==> config.mk <==
export PLATFORM = sky130hd
export DESIGN_NAME = rx_block_sync
export DESIGN_NICKNAME = d
export VERILOG_FILES = /design/src/rtl/rx_block_sync.sv
export SDC_FILE = /design/constraint.sdc
export NUM_CORES = 1
export LEC_CHECK = 0
export ABC_AREA = 1
export CORE_MARGIN = 2
export CORE_UTILIZATION = 50
export DETAILED_ROUTE_END_ITERATION = 8
export PLACE_DENSITY_LB_ADDON = 0.05
export SKIP_CTS_REPAIR_TIMING = 1
export SYNTH_ARGS = -nofsm -noshare
export SYNTH_HDL_FRONTEND = slang
export SYNTH_SLANG_ARGS = --single-unit
==> constraint.sdc <==
create_clock -name clk_i -period 1.62 [get_ports clk_i]
set_clock_uncertainty 0.05 [all_clocks]
set_input_delay 0.324 -clock clk_i [delete_from_list [all_inputs] [get_ports clk_i]]
set_output_delay 0.324 -clock clk_i [all_outputs]
set_load 0.01 [all_outputs]
==> src/rtl/rx_block_sync.sv <==
// Per-lane 64b/66b block-lock FSM: walks gearbox alignment with slip pulses until 64 clean sync headers.
// Latency: every response (slip_o, block_lock_o, err_cnt_o) is registered, visible 1 clk after the header.
// Backpressure: none; head_valid_i is simply ignored while the gearbox settles after a slip.
module rx_block_sync #(
   parameter int P_SH_CNT_MAX = 64,
   parameter int P_INVLD_MAX  = 16,
   parameter int P_SLIP_WAIT  = 32,
   parameter int P_ERR_CNT_W  = 16
) (
   input  logic                   clk_i,
   input  logic                   rst_i,
   input  logic [1:0]             head_i,
   input  logic                   head_valid_i,
   output logic                   slip_o,
   output logic                   block_lock_o,
   input  logic                   err_clr_i,
   output logic [P_ERR_CNT_W-1:0] err_cnt_o
);

   localparam int SH_W   = $clog2(P_SH_CNT_MAX + 1);
   localparam int INV_W  = $clog2(P_INVLD_MAX + 1);
   localparam int WAIT_W = $clog2(P_SLIP_WAIT + 1);

   typedef enum logic [1:0] {
      RESET_CNT = 2'd0,
      TEST      = 2'd1,
      SLIP_WAIT = 2'd2
   } state_t;

   state_t            state, state_nxt;
   logic [SH_W-1:0]   sh_cnt, sh_cnt_nxt;
   logic [INV_W-1:0]  invld_cnt, invld_cnt_nxt;
   logic [WAIT_W-1:0] wait_cnt, wait_cnt_nxt;
   logic              slip_nxt;
   logic              lock_nxt;
   logic              head_ok;
   logic              head_take;

   // 01 and 10 are the only legal sync headers; headers only count while testing
   assign head_ok   = head_i[1] ^ head_i[0];
   assign head_take = (state == TEST) && head_valid_i;

   // State, window counters and registered outputs
   always_ff @(posedge clk_i or posedge rst_i) begin
      if (rst_i) begin
         state        <= RESET_CNT;
         sh_cnt       <= '0;
         invld_cnt    <= '0;
         wait_cnt     <= '0;
         slip_o       <= 1'b0;
         block_lock_o <= 1'b0;
      end else begin
         state        <= state_nxt;
         sh_cnt       <= sh_cnt_nxt;
         invld_cnt    <= invld_cnt_nxt;
         wait_cnt     <= wait_cnt_nxt;
         slip_o       <= slip_nxt;
         block_lock_o <= lock_nxt;
      end
   end

   // Next-state: header window evaluation, loss-of-lock has priority over window end
   always_comb begin
      state_nxt     = state;
      sh_cnt_nxt    = sh_cnt;
      invld_cnt_nxt = invld_cnt;
      wait_cnt_nxt  = wait_cnt;
      slip_nxt      = 1'b0;
      lock_nxt      = block_lock_o;
      case (state)
         RESET_CNT: begin
            // Any header arriving here is dropped; the new window starts clean
            sh_cnt_nxt    = '0;
            invld_cnt_nxt = '0;
            state_nxt     = TEST;
         end
         TEST: begin
            if (head_valid_i) begin
               sh_cnt_nxt = sh_cnt + SH_W'(1);
               if (!head_ok) begin
                  invld_cnt_nxt = invld_cnt + INV_W'(1);
               end
               if (!block_lock_o) begin
                  // Hunting: a single bad header means wrong alignment, slip immediately
                  if (!head_ok) begin
                     slip_nxt     = 1'b1;
                     wait_cnt_nxt = '0;
                     state_nxt    = SLIP_WAIT;
                  end else if (sh_cnt_nxt == SH_W'(P_SH_CNT_MAX)) begin
                     lock_nxt  = 1'b1;
                     state_nxt = RESET_CNT;
                  end
               end else begin
                  // Locked: tolerate errors until too many land in one window
                  if (invld_cnt_nxt == INV_W'(P_INVLD_MAX)) begin
                     lock_nxt     = 1'b0;
                     slip_nxt     = 1'b1;
                     wait_cnt_nxt = '0;
                     state_nxt    = SLIP_WAIT;
                  end else if (sh_cnt_nxt == SH_W'(P_SH_CNT_MAX)) begin
                     state_nxt = RESET_CNT;
                  end
               end
            end
         end
         SLIP_WAIT: begin
            // The slip-pulse cycle is wait_cnt==0, so the wait spans P_SLIP_WAIT cycles in total
            if (wait_cnt == WAIT_W'(P_SLIP_WAIT - 1)) begin
               state_nxt = RESET_CNT;
            end else begin
               wait_cnt_nxt = wait_cnt + WAIT_W'(1);
            end
         end
         default: begin
            state_nxt = RESET_CNT;
         end
      endcase
   end

   // Saturating count of bad headers seen while locked; clear wins, loss of lock keeps the count
   always_ff @(posedge clk_i or posedge rst_i) begin
      if (rst_i) begin
         err_cnt_o <= '0;
      end else if (err_clr_i) begin
         err_cnt_o <= '0;
      end else if (head_take && !head_ok && block_lock_o && (err_cnt_o != '1)) begin
         err_cnt_o <= err_cnt_o + P_ERR_CNT_W'(1);
      end
   end

endmodule
# --- Word-level counts from Yosys, hierarchy flattened ---
# Index checks and enable logic that the tools add are counted.
word_totals:
  register_bits: 38
  inputBits: 6
op_classes:
  add_sub_neg: 4
  n_eq_ne: 11
  mux: 31
  bitwise: 1
  n_reduce_logical: 13
ops:
  columns: ["op", "n"]
  rows:
  - ["16-bit 2-to-1 mux", 2]
  - ["6-bit 2-to-1 mux", 5]
  - ["5-bit 2-to-1 mux", 4]
  - ["16-bit by 1-bit adder with 16-bit output (second input constant)", 1]
  - ["16-bit inequality test (second input constant)", 1]
  - ["7-bit case mux with 2 select lines", 1]
  - ["2-bit 2-to-1 mux", 6]
  - ["6-bit case mux with 2 select lines", 1]
  - ["5-bit case mux with 2 select lines", 1]
  - ["1-bit 2-to-1 mux", 9]
  - ["7-bit by 1-bit adder with 7-bit output (second input constant)", 1]
  - ["7-bit == test (second input constant)", 1]
  - ["7-bit 2-to-1 mux", 1]
  - ["6-bit by 1-bit adder with 6-bit output (second input constant)", 1]
  - ["6-bit by 5-bit == test with 1-bit output (second input constant)", 1]
  - ["2-bit inequality test (second input constant)", 3]
  - ["2-bit case mux with 3 select lines", 1]
  - ["2-bit AND reduction", 3]
  - ["2-bit nonzero test", 3]
  - ["5-bit by 1-bit adder with 5-bit output (second input constant)", 1]
  - ["5-bit == test (second input constant)", 1]
  - ["5-bit AND reduction", 1]
  - ["1-bit logical AND", 4]
  - ["3-bit by 2-bit inequality test with 1-bit output (second input constant)", 1]
  - ["6 further kinds", 6]

# --- Logic depth before layout (Yosys ltp) ---
# Gate-level depths: netlist of run 1.
depth:
  word_depth: 9
  depth_mapped: 13
  ltp_nobuf: 13

# --- Least setup slack after synthesis of run 1 ---
# No wires, ideal clock.
synth_timing:
  path_type: "flip-flop to flip-flop"
  startpoint: "reg err_cnt_o[0]"
  endpoint: "reg err_cnt_o[10]"
  setup_time_ns: 0.118
  t_arrival_ns: 1.474
  required_ns: 1.452
  slack_ns: -0.022
  path_stages_with_launch: 11
  path_buffers: 1
  period_less_slack_ns: 1.642
  cell_sequence: "dfrtp_1 > ha_1 > nand3_1 > inv_1 > nand2_1 > o21bai_4 > inv_2 > buf_6 > nand3_2 > xor2_1 > nor2_1"
synth_between:
  elab_chain_len: 3
  word_cells_on_any_way: 6
  cone_classes: "add/sub: 1; eq/ne: 1; mux: 2; reduce/logical: 2"
synth_lines:
  columns: ["item", "line_no", "rtl"]
  rows:
  - ["from (decl)", "17", "output logic [P_ERR_CNT_W-1:0] err_cnt_o"]
  - ["from (signal assigned)", "127", "err_cnt_o <= err_cnt_o + P_ERR_CNT_W'(1);"]
  - ["16-bit by 1-bit adder with 16-bit output / 16-bit inequality test (equally long branches)", "127, 126", null]
  - ["16-bit 2-to-1 mux / 1-bit logical AND (equally long branches)", "126", "end else if (head_take && !head_ok && block_lock_o && (err_cnt_o != '1)) begin"]
  - ["16-bit 2-to-1 mux / 2-bit nonzero test (equally long branches)", null, null]
# Parallel ways exist; a longest one is shown, timed or not. The select of a mux whose other input is x is not followed.
# A chain may end at the register's enable or synchronous reset.

# --- Final worst setup path of run 1 ---
layout_timing:
  startpoint: "reg err_cnt_o[1]"
  endpoint: "reg err_cnt_o[11]"
# The elaborated chain is that of the path after synthesis.

==> results of run 1 <==
-- critical path, cell delays in order (launching register included) --
cell and delay, ns:
sky130_fd_sc_hd__dfrtp_1 0.40, sky130_fd_sc_hd__ha_4 0.17, sky130_fd_sc_hd__nand3_4 0.11, sky130_fd_sc_hd__inv_4 0.09, sky130_fd_sc_hd__nand2_4 0.05, sky130_fd_sc_hd__o21bai_4 0.24, sky130_fd_sc_hd__clkinv_4 0.16, sky130_fd_sc_hd__nand2_4 0.11
sky130_fd_sc_hd__xor2_1 0.15, sky130_fd_sc_hd__nor2_1 0.05
-- routing by layer --
layer | routed length, um | global-route usage [%]
met5 | 0 | 0
met4 | 101 | 5.229
met3 | 240 | 4.506
met2 | 2592 | 34.72
met1 | 2166 | 25.94
-- power by group through the flow --
stage / clock [mW] / sequential (mW) / combinational [mW]
after floorplan: 0 / 1.12 / 0.331
after global placement: 0 / 1.12 / 0.563
after detailed placement: 0 / 1.12 / 0.572
after CTS: 0.701 / 1.10 / 0.574
after global routing: 0.743 / 1.12 / 0.750
final: 0.684 / 1.11 / 0.661
-- cell usage in the layout (no fill, tap or decap), types with 2 or more instances in the layout --
master and instances:
sky130_fd_sc_hd__a21oi_1 5, sky130_fd_sc_hd__a21oi_2 2, sky130_fd_sc_hd__a31oi_1 2, sky130_fd_sc_hd__buf_4 36, sky130_fd_sc_hd__buf_6 2, sky130_fd_sc_hd__clkbuf_8 6, sky130_fd_sc_hd__clkdlybuf4s50_1 4, sky130_fd_sc_hd__dfrtp_1 36
sky130_fd_sc_hd__dfrtp_2 2, sky130_fd_sc_hd__dlymetal6s2s_1 19, sky130_fd_sc_hd__ha_1 3, sky130_fd_sc_hd__inv_1 38, sky130_fd_sc_hd__inv_2 2, sky130_fd_sc_hd__inv_4 2, sky130_fd_sc_hd__nand2_1 59, sky130_fd_sc_hd__nand2_2 10
sky130_fd_sc_hd__nand2_4 7, sky130_fd_sc_hd__nand3_1 21, sky130_fd_sc_hd__nand3_2 2, sky130_fd_sc_hd__nand3_4 2, sky130_fd_sc_hd__nand4_1 5, sky130_fd_sc_hd__nor2_1 23, sky130_fd_sc_hd__nor2_2 2, sky130_fd_sc_hd__nor2_4 4
sky130_fd_sc_hd__nor3_1 5, sky130_fd_sc_hd__nor3_2 5, sky130_fd_sc_hd__o21a_1 2, sky130_fd_sc_hd__o21ai_0 6, sky130_fd_sc_hd__o21ai_1 5, sky130_fd_sc_hd__o21ai_2 8, sky130_fd_sc_hd__o22ai_1 4, sky130_fd_sc_hd__xor2_1 9
-- registers in the layout (all words and copies together) (netlist names) --
| signal | cells |
|---|---|
| state | 2 |
| slip_o | 1 |
| sh_cnt | 7 |
| invld_cnt | 5 |
| wait_cnt | 6 |
| err_cnt_o | 16 |
| block_lock_o | 1 |
-- cell type report --
| class | count | area (um^2) |
|---|---|---|
| multi-input cells | 198 | 1204 |
| fillers | 296 | 980.9 |
| flip-flops and latches | 38 | 953.4 |
| repair buffers | 62 | 590.6 |
| inverters | 42 | 165.2 |
| clock buffers | 6 | 82.58 |
| well taps | 50 | 62.56 |
| clock inverters | 2 | 12.51 |
| repair inverters | 1 | 6.256 |
-- through the flow --
| stage | TNS, ns | instance area, um^2 | util [%] | setup WS, ns |
|---|---|---|---|---|
| 6_report | -0.3709 | 3077 | 75.82 | -0.07764 |
| 5_1_grt | -2.543 | 3077 | 75.82 | -0.1751 |
| 4_1_cts | -1.940 | 2731 | 67.31 | -0.1134 |
| 3_5_place_dp | -9.547 | 2636 | 64.97 | -0.4168 |
| 3_3_place_gp | -8.325 | 2636 | 64.97 | -0.3726 |
| 2_1_floorplan | 0 | 2141 | - | 0.006010 |
-- kinds of logic after synthesis --
kind of cell    count (synthesis)  share of synthesized area, %
simple gates                  148                         30.74
buf+inv                        46                         8.650
flops                          38                         44.42
compound gates                 37                         10.17
xor+xnor                        9                         3.682
fa+ha+maj                       4                         2.338
-- worst max-delay path by stage --
| stage | from | slack, ns | to | depth (start not counted) |
|---|---|---|---|---|
| after global placement | head_i[1] | -0.37 | err_cnt_o[15]$_DFFE_PP0P_ | 10 |
| after CTS | head_i[0] | -0.11 | err_cnt_o[15]$_DFFE_PP0P_ | 10 |
| after floorplan | err_cnt_o[0]$_DFFE_PP0P_ | 0.006 | err_cnt_o[10]$_DFFE_PP0P_ | 10 |
| final | err_cnt_o[1]$_DFFE_PP0P_ | -0.08 | err_cnt_o[11]$_DFFE_PP0P_ | 9 |
| after detailed placement | head_i[0] | -0.42 | err_cnt_o[15]$_DFFE_PP0P_ | 10 |
| after global routing | err_cnt_o[5]$_DFFE_PP0P_ | -0.18 | err_cnt_o[11]$_DFFE_PP0P_ | 8 |
==> results.json, run 1 <==
{
  "rr_startpoint": "err_cnt_o[1]$_DFFE_PP0P_",
  "num_rows": 23,
  "cts-root-to-sink-buffers": 2,
  "final_slew_viol_count": 0,
  "critPathCaptureType": "flop",
  "post_synth_num_cell_types": 29,
  "post_synth_instance_area_mm2": 0.002141,
  "synth.cells.most_frequent": "73 x sky130_fd_sc_hd__nand2_1, 41 x sky130_fd_sc_hd__inv_1, 38 x sky130_fd_sc_hd__dfrtp_1",
  "grt_first_pass_wirelength_um": 8004,
  "ys.flop_type": "sky130_fd_sc_hd__dfrtp_1",
  "hold_viol": 0,
  "arrival_ns": 1.83,
  "dieArea_mm2": 0.004821,
  "violations_in_the_final_reports": "setup timing",
  "power.sequential.fraction_pct": 45.2,
  "pwr_cell_area_mw_per_mm2": 797.1,
  "layout.nets": 358,
  "drtPass1Iterations": 4,
  "outcome": "complete, but fails checks",
  "req_time_crit_path_ns": 1.76,
  "grt_start_max_net_pins": 39,
  "setup_violations": 12,
  "slack_of_the_worst_reg_to_reg_path_ns": -0.08,
  "worst_slew_margin_rel_pct": 77.76,
  "design.core.area_mm2": 0.004058,
  "placedCellCount": 380,
  "clock_tree.root_cell": "sky130_fd_sc_hd__clkbuf_8",
  "area_growth_syn_to_layout_pct": 43.72,
  "yosysMostFrequentCell": "sky130_fd_sc_hd__nand2_1",
  "crit-reg2reg-capture": "err_cnt_o[11]$_DFFE_PP0P_",
  "power_frac_clock_pct": 27.9,
  "die_width_um": 69.44,
  "internal-power_mw": 1.697,
  "dp_hpwl_um": 3249,
  "grt_pass1_vias": 1833,
  "ys_warn_count": 0,
  "clkSinkCount": 38,
  "place.port_buffers": 23,
  "async_reset_ff_share_pct": 100.0,
  "critical_path_peak_fanout": 6,
  "p_leak_nw": 1.754,
  "maxClockFrequency_mhz": 589.1,
  "antenna-diode-count": 0,
  "reg2regPathDepth": 9,
  "fin_crit_sh_pct": 104.8,
  "synth_top_area_share_pct": 44.42,
  "routed_wirelength_um": 5100,
  "grt_antenna_before_repair": 0,
  "min_delay_path_depth": 4,
  "grt_overflow": 0,
  "final_antenna_net_count": 0,
  "comb_power_share_pct": 27.0,
  "net_switching_power_of_the_design_mw": 0.7551,
  "drtIter0Drc": 152,
  "layout-drive-gt1-share_pct": 28.65,
  "synth.net_count": 292,
  "die_h_um": 69.44,
  "max_cap_violations": 0,
  "grt_usage_pct": 20.26,
  "initial_core_util_pct": 52.76,
  "timing_worst_slew_pin_value_ns": 0.3318,
  "ys_seq_elements": 38,
  "min-delay-path-class": "primary input to flop",
  "routability_congestion_estimate_from_global_placement": 0.8322,
  "post-synth-top-area-cell": "sky130_fd_sc_hd__dfrtp_1",
  "hold_slack_ns": 0.3181,
  "postSynthCellCount": 282,
  "post_detailed_route_via_to_cell_ratio": 5.221,
  "synth_edf_count": 0,
  "numCtsBuffers": 5,
  "clock_latency_ns": 0.29,
  "total_power_mw": 2.452,
  "cts.reportedPaths.clkPinSlew_ns": 0.08,
  "destination_of_the_worst_hold_path": "state[0]$_DFFE_PP0P_",
  "fin_cells": 399,
  "h_tree_level_count": 2,
  "syn-mean-instance-area_um2": 7.592,
  "dr_total_vias": 2083,
  "critPathKind": "flop to flop",
  "setup.worst_path.start_class": "flop",
  "post_synth_main_area_contributors": "sky130_fd_sc_hd__dfrtp_1 44%, sky130_fd_sc_hd__nand2_1 13%, sky130_fd_sc_hd__inv_1 7.2%",
  "rsz0062_at_grt": "true",
  "post-route-min-period_ns": 1.698,
  "fin_ws_ns": -0.07764,
  "worstHoldStart": "head_valid_i",
  "remaining_drc_errors": 0,
  "routed_wire_length_per_instance_um": 12.78,
  "design.portCount": 24,
  "cts_tree": "built",
  "netSwitchingFraction_pct": 30.79,
  "yosysSeqAreaShare_pct": 44.42,
  "peak_ir_drop_on_the_vdd_network_uv": 782.3
}
No activity file was read; power rests on OpenSTA's default activity.
==> inputs of run 2 (changes only) <==
- CELL_PAD_IN_SITES_DETAIL_PLACEMENT: unset -> 0
- CELL_PAD_IN_SITES_GLOBAL_PLACEMENT: unset -> 1
- CORE_UTILIZATION: 50 -> 37
==> run 2 against run 1 <==
  * First-iteration DRC count down 36%
  * Largest cell class unchanged
  * Routed wire length down 1.6%
  * Sequential share of layout area up 0.63 points
  * The flow still finishes with violations (setup timing)
  * Register-to-register slack better by 0.04 ns
  * Clock power down 9.2%
  * Design area down 2.1%
==> results.json, run 2 (synthesis results as in run 1) <==
{
  "outcome": "complete, but fails checks",
  "violations_in_the_final_reports": "setup timing",
  "routed_wirelength_um": 5019,
  "grt_usage_pct": 16.22,
  "die_width_um": 80.07,
  "grt_overflow": 0,
  "cts-root-to-sink-buffers": 2,
  "setup_violations": 6,
  "cts.reportedPaths.clkPinSlew_ns": 0.08,
  "clock_latency_ns": 0.28,
  "dr_total_vias": 1941,
  "layout.nets": 356,
  "grt_start_max_net_pins": 39,
  "largest_register_ffs": 16,
  "grt.met1_usage_pct": 21.73,
  "place.port_buffers": 23,
  "req_time_crit_path_ns": 1.79,
  "drtPass1Iterations": 4,
  "post_detailed_route_via_to_cell_ratio": 4.644,
  "p_leak_nw": 1.659,
  "grt_pass1_vias": 1788,
  "total_power_mw": 2.419,
  "hold_slack_ns": 0.3388,
  "grt_first_pass_wirelength_um": 8197,
  "initial_core_util_pct": 38.64,
  "regMostFlops": "err_cnt_o",
  "global_route.usage.met2_pct": 27.00,
  "drtIter0Drc": 97,
  "maxClockFrequency_mhz": 604.2,
  "post-route-min-period_ns": 1.655,
  "timing_worst_slew_pin_value_ns": 0.2788,
  "design.portCount": 24,
  "critical_path_peak_fanout": 8,
  "h_tree_level_count": 2,
  "final_slew_viol_count": 0,
  "routed_wire_length_per_instance_um": 12.01,
  "clock_tree.root_cell": "sky130_fd_sc_hd__clkbuf_8",
  "setup.worst_path.start_class": "flop",
  "worst_slew_margin_rel_pct": 81.34,
  "use_met3_pct": 2.360,
  "design.core.area_mm2": 0.005540,
  "placedCellCount": 407,
  "dieArea_mm2": 0.006410,
  "grt_antenna_before_repair": 0,
  "place_worst_setup_slack_ns": -0.4530,
  "final_antenna_net_count": 0,
  "rsz0062_at_grt": "true",
  "arrival_ns": 1.82,
  "die_h_um": 80.07,
  "clkSinkCount": 38,
  "hold_viol": 0,
  "peak_ir_drop_on_the_vdd_network_uv": 484.0,
  "final_cell_mix": "61 x sky130_fd_sc_hd__nand2_1, 39 x sky130_fd_sc_hd__inv_1, 37 x sky130_fd_sc_hd__dfrtp_1",
  "reg_top3": "err_cnt_o: 16 flops, sh_cnt: 7 flops, wait_cnt: 6 flops",
  "num_rows": 27,
  "cts_tree": "built",
  "fin_cells": 418,
  "fin_ws_ns": -0.03509,
  "slack_of_the_worst_reg_to_reg_path_ns": -0.04,
  "routability_congestion_estimate_from_global_placement": 0.7802,
  "mostFrequentLayoutCell": "sky130_fd_sc_hd__nand2_1",
  "max_cap_violations": 0,
  "gr-max-usage-layer": "met2",
  "critPathKind": "flop to flop",
  "fin_crit_sh_pct": 102.2,
  "antenna-diode-count": 0,
  "min-delay-path-class": "primary input to asynchronous set/reset pin",
  "layout-drive-gt1-share_pct": 24.86,
  "numCtsBuffers": 5,
  "totalNegativeSetupSlack_ns": -0.1138,
  "dp_hpwl_um": 3560,
  "remaining_drc_errors": 0,
  "critPathCaptureType": "flop",
  "pwr_cell_area_mw_per_mm2": 803.3,
  "filler_cell_count": 543,
  "area_growth_syn_to_layout_pct": 40.68
}
-- run 2: area by class of cell --
class	instances	area [um^2]	share of cell area (%)
Clock buffer	7	76.32	2.534
Inverter	42	162.7	5.401
Tap cell	72	90.09	2.991
Timing Repair Buffer	61	578.1	19.19
Sequential cell	38	952.2	31.62
Multi-Input combinational cell	198	1152	38.26
-- run 2: worst max-delay path: stages, from the launching register on --
cell	delay [ns]
sky130_fd_sc_hd__dfrtp_1	0.41
sky130_fd_sc_hd__ha_4	0.25
sky130_fd_sc_hd__inv_2	0.05
sky130_fd_sc_hd__nand3_2	0.07
sky130_fd_sc_hd__nand2_2	0.08
sky130_fd_sc_hd__nand2_2	0.05
sky130_fd_sc_hd__nor2_1	0.10
sky130_fd_sc_hd__nand3_1	0.10
sky130_fd_sc_hd__nand2_2	0.12
sky130_fd_sc_hd__nand2_4	0.10
sky130_fd_sc_hd__nand2_4	0.11
sky130_fd_sc_hd__nand2_2	0.05
sky130_fd_sc_hd__nand2_1	0.06
-- run 2: path summary, 6_finish.rpt --
path	start	end	cells past startpoint
worst min register to register	wait_cnt[3]$_DFFE_PP0P_	wait_cnt[3]$_DFFE_PP0P_	2
worst max-delay path	invld_cnt[1]$_DFFE_PP0P_	wait_cnt[3]$_DFFE_PP0P_	12
worst min-delay path	rst_i	err_cnt_o[7]$_DFFE_PP0P_	3
max in group asynchronous	rst_i	block_lock_o$_DFFE_PP0P_	3
worst max register to register	invld_cnt[1]$_DFFE_PP0P_	wait_cnt[3]$_DFFE_PP0P_	12
min in group clk_i	head_valid_i	state[0]$_DFFE_PP0P_	4
-- run 2: routing by layer --
| layer | part of all wire (%) | wire length, um |
|---|---|---|
| met5 | 0 | 0 |
| met4 | 0.72 | 36 |
| met3 | 2.1 | 107 |
| met2 | 48 | 2400 |
| met1 | 49 | 2475 |
-- run 2: metrics by stage --
step	cell area, um^2	utilization, %
finish	3012	54.36
global route	3012	54.36
CTS	2778	50.14
detailed placement	2701	48.76
global placement	2701	48.76
floorplan	2141	-
-- run 2: where the power goes --
part           total [mW]  switching (mW)  internal (mW)
Combinational       0.679           0.354          0.325
Sequential           1.12          0.0796           1.04
Clock               0.621           0.324          0.297
==> inputs of run 3 (changes only) <==
--- a/config.mk
+++ b/config.mk
@@ -13,5 +13,4 @@
 export DETAILED_ROUTE_END_ITERATION = 8
 export PLACE_DENSITY_LB_ADDON = 0.05
-export SKIP_CTS_REPAIR_TIMING = 1
 export SYNTH_ARGS = -nofsm -noshare
 export SYNTH_HDL_FRONTEND = slang
--- a/constraint.sdc
+++ b/constraint.sdc
@@ -3,3 +3,3 @@
 set_input_delay 0.324 -clock clk_i [delete_from_list [all_inputs] [get_ports clk_i]]
 set_output_delay 0.324 -clock clk_i [all_outputs]
-set_load 0.01 [all_outputs]
+set_load 0.1 [all_outputs]
==> run 3 against run 2 <==
  * The run still ends with setup timing left
  * Highest routed layer unchanged
  * Cell count increased by 3.8%
  * Clock-buffer cell count unchanged
  * Critical path depth decreased by 3
==> results.json, run 3 (synthesis results as in run 1) <==
{
  "die_h_um": 80.07,
  "peak_ir_drop_on_the_vdd_network_uv": 732.3,
  "drtPass1Iterations": 4,
  "timing_worst_slew_pin_value_ns": 0.3034,
  "area_growth_syn_to_layout_pct": 60.02,
  "reg_top3": "err_cnt_o: 16 flops, sh_cnt: 7 flops, wait_cnt: 6 flops",
  "mostFrequentLayoutCell": "sky130_fd_sc_hd__nand2_1",
  "violations_in_the_final_reports": "setup timing",
  "worst_slew_margin_rel_pct": 79.75,
  "cts.reportedPaths.clkPinSlew_ns": 0.08,
  "critPathCaptureType": "flop",
  "antenna-diode-count": 0,
  "fin_ws_ns": -0.07722,
  "dieArea_mm2": 0.006410,
  "grt_antenna_before_repair": 0,
  "min-delay-path-class": "primary input to asynchronous set/reset pin",
  "drtIter0Drc": 57,
  "design.core.area_mm2": 0.005540,
  "filler_cell_count": 491,
  "max_cap_violations": 0,
  "dr_total_vias": 2057,
  "numCtsBuffers": 5,
  "grt_usage_pct": 17.60,
  "final_slew_viol_count": 0,
  "totalNegativeSetupSlack_ns": -0.6740,
  "grt_pass1_vias": 2027,
  "hold_viol": 0,
  "setup_violations": 21,
  "grt_overflow": 0,
  "routed_wirelength_um": 5252,
  "grt_start_max_net_pins": 39,
  "p_leak_nw": 1.562,
  "rsz0062_at_grt": "true",
  "dp_hpwl_um": 3689,
  "cts-root-to-sink-buffers": 2,
  "slack_of_the_worst_reg_to_reg_path_ns": -0.08,
  "routability_congestion_estimate_from_global_placement": 0.8180,
  "critPathKind": "flop to flop",
  "final_antenna_net_count": 0,
  "die_width_um": 80.07,
  "post_detailed_route_via_to_cell_ratio": 4.740,
  "fin_cells": 434,
  "clkSinkCount": 38,
  "finalCoreUtilization_pct": 61.83,
  "layout-drive-gt1-share_pct": 39.23,
  "design.portCount": 24,
  "clock_tree.root_cell": "sky130_fd_sc_hd__clkbuf_8",
  "grt_first_pass_wirelength_um": 8790,
  "final_cell_mix": "60 x sky130_fd_sc_hd__nand2_1, 44 x sky130_fd_sc_hd__buf_4, 40 x sky130_fd_sc_hd__inv_1",
  "multi_input_area_mm2": 0.001200,
  "regMostFlops": "err_cnt_o",
  "seqCellArea_mm2": 0.001010,
  "place_worst_setup_slack_ns": -0.4179,
  "arrival_ns": 1.85,
  "cp-startpoint": "err_cnt_o[0]$_DFFE_PP0P_",
  "fin_crit_sh_pct": 104.8,
  "req_time_crit_path_ns": 1.77,
  "num_rows": 27,
  "clock_latency_ns": 0.29,
  "pwr_cell_area_mw_per_mm2": 755.5,
  "maxClockFrequency_mhz": 589.2,
  "layout.nets": 371,
  "largest_register_ffs": 16,
  "initial_core_util_pct": 38.64,
  "post-route-min-period_ns": 1.697,
  "setup.worst_path.start_class": "flop",
  "remaining_drc_errors": 0,
  "h_tree_level_count": 2,
  "rr_startpoint": "err_cnt_o[0]$_DFFE_PP0P_",
  "critical_path_peak_fanout": 4,
  "placedCellCount": 415,
  "cts_tree": "built",
  "outcome": "complete, but fails checks",
  "routed_wire_length_per_instance_um": 12.10,
  "place.port_buffers": 23
}
[run 3: cell count changes in the layout (fill, tap and decap cells not counted), sizes merged]
cell           delta
buf              +32
bufinv            +1
clkdlybuf4s50     -3
clkinv            +1
dlygate4sd2       +2
dlymetal6s2s     -17
[run 3: final cells by class]
class,instances,area share (%)
flip-flops and latches,38,29.47
well taps,72,2.630
inverters,42,4.748
clock inverters,1,0.8766
repair buffers,75,24.69
multi-input cells,198,35.03
clock buffers,7,2.228
repair inverters,1,0.3287
[run 3: what timing repair did]
item / in CTS / in global routing
resized for setup: 7 / 54
hold buffers: 0 / 0
cloned: 0 / 1
pin swaps: 2 / 25
endpoints found under the setup margin: 25 / 26
setup buffers: 2 / 8
[run 3: per-stage QoR]
stage / cell area, um^2 / total power [mW] / hold slack [ns]
after floorplan: 2220 / 1.469 / 0.3367
after global placement: 3020 / 1.730 / 0.4144
after detailed placement: 3020 / 1.736 / 0.4202
after CTS: 3149 / 2.562 / 0.3414
after global routing: 3426 / 2.750 / 0.3561
final: 3426 / 2.588 / 0.3371
[run 3: routing by layer]
metal	vias to the layer above	wire length [um]	part of all wire (%)	global-route usage [%]
met1	951	2385	45	22.10
met2	35	2622	50	29.92
met3	8	165	3.1	3.034
met4	0	79	1.5	7.119
li1	1063	-	-	-
met5	-	0	0	0
[run 3: final timing paths]
check | endpoint | cells after the start
max | err_cnt_o[4]$_DFFE_PP0P_ | 9
min | err_cnt_o[14]$_DFFE_PP0P_ | 3
max reg2reg | err_cnt_o[4]$_DFFE_PP0P_ | 9
min reg2reg | wait_cnt[3]$_DFFE_PP0P_ | 2
max in group asynchronous | err_cnt_o[5]$_DFFE_PP0P_ | 3
min in group clk_i | wait_cnt[3]$_DFFE_PP0P_ | 2
[run 3: worst max-delay path, cell delays in order (launching register included)]
cell and delay [ns]:
sky130_fd_sc_hd__dfrtp_4 0.50, sky130_fd_sc_hd__ha_4 0.18, sky130_fd_sc_hd__nand3_4 0.11, sky130_fd_sc_hd__inv_2 0.05
sky130_fd_sc_hd__nand2_2 0.08, sky130_fd_sc_hd__o21bai_4 0.12, sky130_fd_sc_hd__buf_6 0.14, sky130_fd_sc_hd__o21bai_1 0.15
sky130_fd_sc_hd__nand2_1 0.08, sky130_fd_sc_hd__a31oi_2 0.15
[run 3: where the power goes]
part / switching [mW] / internal [mW] / total, mW
clock network: 0.332 / 0.461 / 0.793
registers: 0.0680 / 1.04 / 1.11
logic: 0.361 / 0.328 / 0.689
total: 0.761 / 1.83 / 2.59
